## src/rtl/multi_player_ledger.sv

```systemverilog
// Multi-account ledger: verified transfers committed as proof-of-work blocks.
// Latency: reject done at T+2, success at nonce k done at T+4+k (start at edge T).
// Backpressure: none; start/init_valid are only honoured while idle (busy low).
// Optional feature macro: LEDGER_KEY_CHECK_EN enables sender key verification.
// Ports: clock/resetn (sync, active-low); init_* write one account while idle;
//   start/sender/receiver/amount/key request a transfer; busy/done/status report
//   progress; prev_hash/last_nonce describe the last block; balance_sel/out read.
module multi_player_ledger #(
  parameter int NUM_PLAYERS = 4,
  parameter int BAL_W       = 8,
  parameter int KEY_W       = 8,
  parameter int HASH_W      = 8,
  parameter int DIFFICULTY  = 2
) (
  input  logic                           clock,
  input  logic                           resetn,
  input  logic                           init_valid,
  input  logic [$clog2(NUM_PLAYERS)-1:0] init_player,
  input  logic [BAL_W-1:0]               init_balance,
  input  logic [KEY_W-1:0]               init_key,
  input  logic                           start,
  input  logic [$clog2(NUM_PLAYERS)-1:0] sender,
  input  logic [$clog2(NUM_PLAYERS)-1:0] receiver,
  input  logic [BAL_W-1:0]               amount,
  input  logic [KEY_W-1:0]               key,
  output logic                           busy,
  output logic                           done,
  output logic [1:0]                     status,
  output logic [HASH_W-1:0]              prev_hash,
  output logic [HASH_W-1:0]              last_nonce,
  input  logic [$clog2(NUM_PLAYERS)-1:0] balance_sel,
  output logic [BAL_W-1:0]               balance_out
);
  localparam int PW = $clog2(NUM_PLAYERS);

  typedef enum logic [2:0] {IDLE, VERIFY, MINE, COMMIT, DONE} state_t;

  state_t            state;
  logic [BAL_W-1:0]  bal [NUM_PLAYERS];
  logic [PW-1:0]     snd;
  logic [PW-1:0]     rcv;
  logic [BAL_W-1:0]  amt;
  logic [HASH_W-1:0] nonce;
  logic [HASH_W-1:0] mined_hash;
  logic [HASH_W-1:0] mined_nonce;

  assign balance_out = bal[balance_sel];

  // Key check: stored keys and the latched key only exist when checking is on.
  logic key_bad;
`ifdef LEDGER_KEY_CHECK_EN
  logic [KEY_W-1:0] keys [NUM_PLAYERS];
  logic [KEY_W-1:0] key_q;
  assign key_bad = (key_q != keys[snd]);
`else
  logic unused_key_bits;
  assign unused_key_bits = ^{key, init_key};
  assign key_bad = 1'b0;
`endif

  // Funds checks; the receiver sum carries one extra bit to catch overflow.
  logic [BAL_W:0] rcv_sum;
  logic           funds_bad;
  assign rcv_sum   = {1'b0, bal[rcv]} + {1'b0, amt};
  assign funds_bad = (amt > bal[snd]) | (snd == rcv) | rcv_sum[BAL_W];

  // Candidate block hash for the current nonce.
  logic [HASH_W-1:0] mix;
  logic [HASH_W-1:0] nonce_x2;
  logic [HASH_W-1:0] cur_hash;
  logic              hash_ok;
  assign mix      = prev_hash ^ amt[HASH_W-1:0] ^ nonce;
  assign nonce_x2 = nonce << 1;
  assign cur_hash = mix + nonce_x2;
  assign hash_ok  = (cur_hash[HASH_W-1 -: DIFFICULTY] == '0);

  always_ff @(posedge clock) begin
    if (!resetn) begin
      state       <= IDLE;
      busy        <= 1'b0;
      done        <= 1'b0;
      status      <= 2'b00;
      prev_hash   <= '0;
      last_nonce  <= '0;
      nonce       <= '0;
      mined_hash  <= '0;
      mined_nonce <= '0;
      snd         <= '0;
      rcv         <= '0;
      amt         <= '0;
      for (int i = 0; i < NUM_PLAYERS; i++) bal[i] <= '0;
`ifdef LEDGER_KEY_CHECK_EN
      key_q <= '0;
      for (int i = 0; i < NUM_PLAYERS; i++) keys[i] <= '0;
`endif
    end else begin
      case (state)
        IDLE: begin
          done <= 1'b0;
          // The init write lands on this edge, so VERIFY next cycle sees it.
          if (init_valid) begin
            bal[init_player] <= init_balance;
`ifdef LEDGER_KEY_CHECK_EN
            keys[init_player] <= init_key;
`endif
          end
          if (start) begin
            snd   <= sender;
            rcv   <= receiver;
            amt   <= amount;
`ifdef LEDGER_KEY_CHECK_EN
            key_q <= key;
`endif
            busy  <= 1'b1;
            state <= VERIFY;
          end
        end
        VERIFY: begin
          if (key_bad) begin
            status <= 2'b01;
            done   <= 1'b1;
            state  <= DONE;
          end else if (funds_bad) begin
            status <= 2'b10;
            done   <= 1'b1;
            state  <= DONE;
          end else begin
            status <= 2'b00;
            nonce  <= '0;
            state  <= MINE;
          end
        end
        MINE: begin
          if (hash_ok) begin
            mined_hash  <= cur_hash;
            mined_nonce <= nonce;
            state       <= COMMIT;
          end else if (nonce == '1) begin
            // Whole nonce space tried: give up without touching the ledger.
            status <= 2'b11;
            done   <= 1'b1;
            state  <= DONE;
          end else begin
            nonce <= nonce + 1'b1;
          end
        end
        COMMIT: begin
          // snd != rcv is guaranteed by VERIFY, so the two writes never collide.
          bal[snd]   <= bal[snd] - amt;
          bal[rcv]   <= bal[rcv] + amt;
          prev_hash  <= mined_hash;
          last_nonce <= mined_nonce;
          done       <= 1'b1;
          state      <= DONE;
        end
        DONE: begin
          done  <= 1'b0;
          busy  <= 1'b0;
          state <= IDLE;
        end
        default: begin
          done  <= 1'b0;
          busy  <= 1'b0;
          state <= IDLE;
        end
      endcase
    end
  end
endmodule

```

## config.mk

```make
export PLATFORM = sky130hd
export DESIGN_NAME = multi_player_ledger
export DESIGN_NICKNAME = d
export VERILOG_FILES = /design/src/rtl/multi_player_ledger.sv
export SDC_FILE = /design/constraint.sdc
export NUM_CORES = 1
export LEC_CHECK = 0
export CAP_MARGIN = 20
export CORE_UTILIZATION = 45
export DETAILED_ROUTE_END_ITERATION = 16
export PLACE_DENSITY = 0.72
export SLEW_MARGIN = 30
export SYNTH_ARGS = -nofsm -noshare
export SYNTH_HDL_FRONTEND = slang
export SYNTH_SLANG_ARGS = --single-unit
export TNS_END_PERCENT = 20
```

## constraint.sdc

```tcl
create_clock -name clock -period 5 [get_ports clock]
set_input_delay 1 -clock clock [delete_from_list [all_inputs] [get_ports clock]]
set_output_delay 1 -clock clock [all_outputs]
set_load 0.03 [all_outputs]
```

==> metrics.md <==
| Metric | Value |
|---|---|
| Outcome | finished, violations left |
| Violated checks | design-rule violations |
| Leakage power figure | 2.39 nW |
| Worst VDD drop | 0.133 mV |
| NetSw | 0.556 mW |
| Area of the mapped netlist | 5510 um^2 |
| Detailed Routing Iterations Pass 1 | 11 |
| Final hold vios | 0 |
| Largest net degree at the start of global routing | 27 |
| Clock Power Share | 36.9% |
| Vias/cell | 6.01 |
| First-pass GRT wire length | 22300 um |
| Rel. slew slack | 40.8% |
| CORE AREA | 12000 um^2 |
| Layout cells sized above 1 | 11.4% |
| DPL Wire Length | 10200 um |
| CTS Buf Count | 9 |
| Yosys cell types | 61 |
| Maxcap violations | 0 |
| Fin crit share | 81.0% |
| Die Y | 113 um |
| DR vias | 4372 |
| CTS resizes | 0 |
| Critical path class | primary input to primary output |
| Clock sink count | 95 |
| Ys flop type | dfxtp_1 |
| Least-Margin Pin Slew | 0.885 ns |
| Startpoint types | primary input |
| H-tree depth | 3 |
| Die Wd | 113 um |
| Vias in the first global route | 4443 |
| FILL cells | 1025 |
| NumNets Final | 648 |
| Worst hold path type | flop to flop |
| Fin. max-slew vios | 0 |
| PnR Total Power | 2.00 mW |
| Io pins | 72 |
| RSZ-0062 raised after global routing | false |
| Synth warn | 0 |
| ANT nets after route | 0 |
| Synth Area per Inst | 10.4 um^2 |
| Register area share after synthesis | 40.3% |
| CP Max Fanout | 8 |
| Initial antenna violation count | 0 |
| Die ar. | 12700 um^2 |
| Post-synth ARST share | 0% |
| Area of the multi-input gates | 3080 um^2 |
| EDFF count, synth | 32 |
| Clock Latency Late Sink | 0.35 ns |
| Initial DRC count | 286 |
| Switching Share | 27.8% |
| Minimum clock period | 4.05 ns |
| Wire length per cell after detailed routing | 19.0 um |
| DRC violations left | 1 |
| Setup TNS | 0 ns |
| Setup bufs post-CTS | 0 |
| Crit path arrival time | 3.05 ns |
| Clock Skew | 0.0107 ns |
| Combinational Power Share | 19.6% |
| Post-Synthesis Cells | 532 |
| Core Rows | 40 |
| Placer Congestion | 0.961 |
| Fmax | 247 MHz |
| WL final | 13800 um |
| #FFs+latches synth | 95 |
| Power per Cell Area | 308 nW/um^2 |
| Crit. End Element | primary output |
| Post-Syn Nets | 603 |
| Initial Utilization | 46.1% |
| FF+latch area | 2220 um^2 |
| CTS tree | yes |
| Antenna diodes | 0 |
| GRT overflow | 0 |
| Part of the power in registers | 43.5% |
| CTS Buffer Depth | 2 |
| Total GRT Usage | 22.8% |
| Final setup viols | 0 |
| Internal | 1.44 mW |
| Clock slew at reported path FFs | 0.07 ns |
| Critical Path RT | 4.00 ns |
| Hold-fix buffers, CTS | 0 |
| PortBufs | 55 |
| CTS root buffer | clkbuf_16 |
| Layout area overhead | 17.7% |
[final cells by class]
cell class              instances  area share (%)
clock buffers                   9            3.47
clock inverters                 6            1.43
inverters                      18            1.04
multi-input cells             390            47.5
flip-flops and latches         95            34.2
well taps                     147            2.83
repair buffers                 63            9.53
[critical path, stage by stage]
cell,delay [ns]
clkdlybuf4s50_1,0.84
mux4_2,0.59
clkdlybuf4s50_1,0.61
[metrics by stage]
step,hold WS [ns],setup slack [ns],cells,instance area (um^2),util [%]
floorplan,0.441,1.60,532,5510,-
global placement,0.450,0.928,711,6150,51.4
detailed placement,0.457,0.922,713,6170,51.6
CTS,0.472,0.922,728,6490,54.2
global route,0.497,0.852,728,6490,54.2
finish,0.473,0.951,728,6490,54.2
[sequential cells by signal, indices dropped and copies added, names as in the netlist, named ones only]
| signal | count |
|---|---|
| status | 2 |
| busy | 1 |
| mined_nonce | 8 |
| done | 1 |
| mined_hash | 8 |
| amt | 8 |
| rcv | 2 |
| prev_hash | 8 |
| state | 3 |
| bal | 32 |
| last_nonce | 8 |
| nonce | 8 |
| snd | 2 |
[per-layer routing]
| metal | track usage [%] | vias up | routed length [um] |
|---|---|---|---|
| met4 | 9.51 | 0 | 326 |
| met5 | 0 | - | 0 |
| met3 | 4.05 | 30 | 903 |
| met2 | 36.9 | 160 | 6660 |
| met1 | 30.0 | 2125 | 5950 |
| li1 | - | 2057 | - |
[cell usage after synthesis, drive strengths merged, types with 5 or more instances]
master   n  area [um^2]
dfxtp   63         1260
nand2   50          190
nor2    43          161
a21oi   32          168
edfxtp  32          961
xnor2   25          241
ha      24          300
mux4    24          541
mux2i   20          200
o21ai   20          100
nand3   19         95.1
inv     18         67.6
a22o    17          149
clkbuf  15         56.3
o22ai   15         93.8
buf     14         87.6
xor2     8         70.1
a21o     7         52.6
nor3b    7         63.8
o31ai    7         62.6
or3      7         43.8
nand2b   6         37.5
nor3     5         36.3
[power by group through the flow]
stage / Sequential (mW) / Combinational, mW / Clock (mW)
finish: 0.870 / 0.392 / 0.738
global route: 0.875 / 0.425 / 0.775
CTS: 0.870 / 0.389 / 0.741
detailed placement: 0.888 / 0.384 / 0
global placement: 0.884 / 0.373 / 0
floorplan: 0.872 / 0.284 / 0
[kinds of logic after synthesis]
family / share of synthesized area [%]
compound gates: 16.0
xor+xnor: 5.65
fa+ha+maj: 6.54
buf+inv: 3.84
flops: 40.3
mux: 13.4
simple gates: 14.3
[path summary, 6_finish.rpt]
path                         startpoint  depth (start not counted)  slack (ns)                         to
min          mined_hash[7]$_SDFFE_PN0P_                          1        0.47  prev_hash[7]$_SDFFE_PN0N_
max                      balance_sel[0]                          3        0.95             balance_out[6]
max reg2reg                        flop                         11        1.32        bal[0][6]$_DFFE_PP_
min reg2reg  mined_hash[7]$_SDFFE_PN0P_                          1        0.47  prev_hash[7]$_SDFFE_PN0N_
[placed cells by master, fill, tap and decap left out, drive strengths merged, types with 9 or more instances in the layout]
cell type      instances
a21oi                 32
a22o                  17
clkbuf                 9
clkdlybuf4s50         55
dfxtp                 63
edfxtp                32
ha                    24
inv                   21
mux2i                 20
mux4                  24
nand2                 50
nand3                 19
nor2                  43
o21ai                 20
o22ai                 15
xnor2                 25
(Power assumes the default switching activity.)
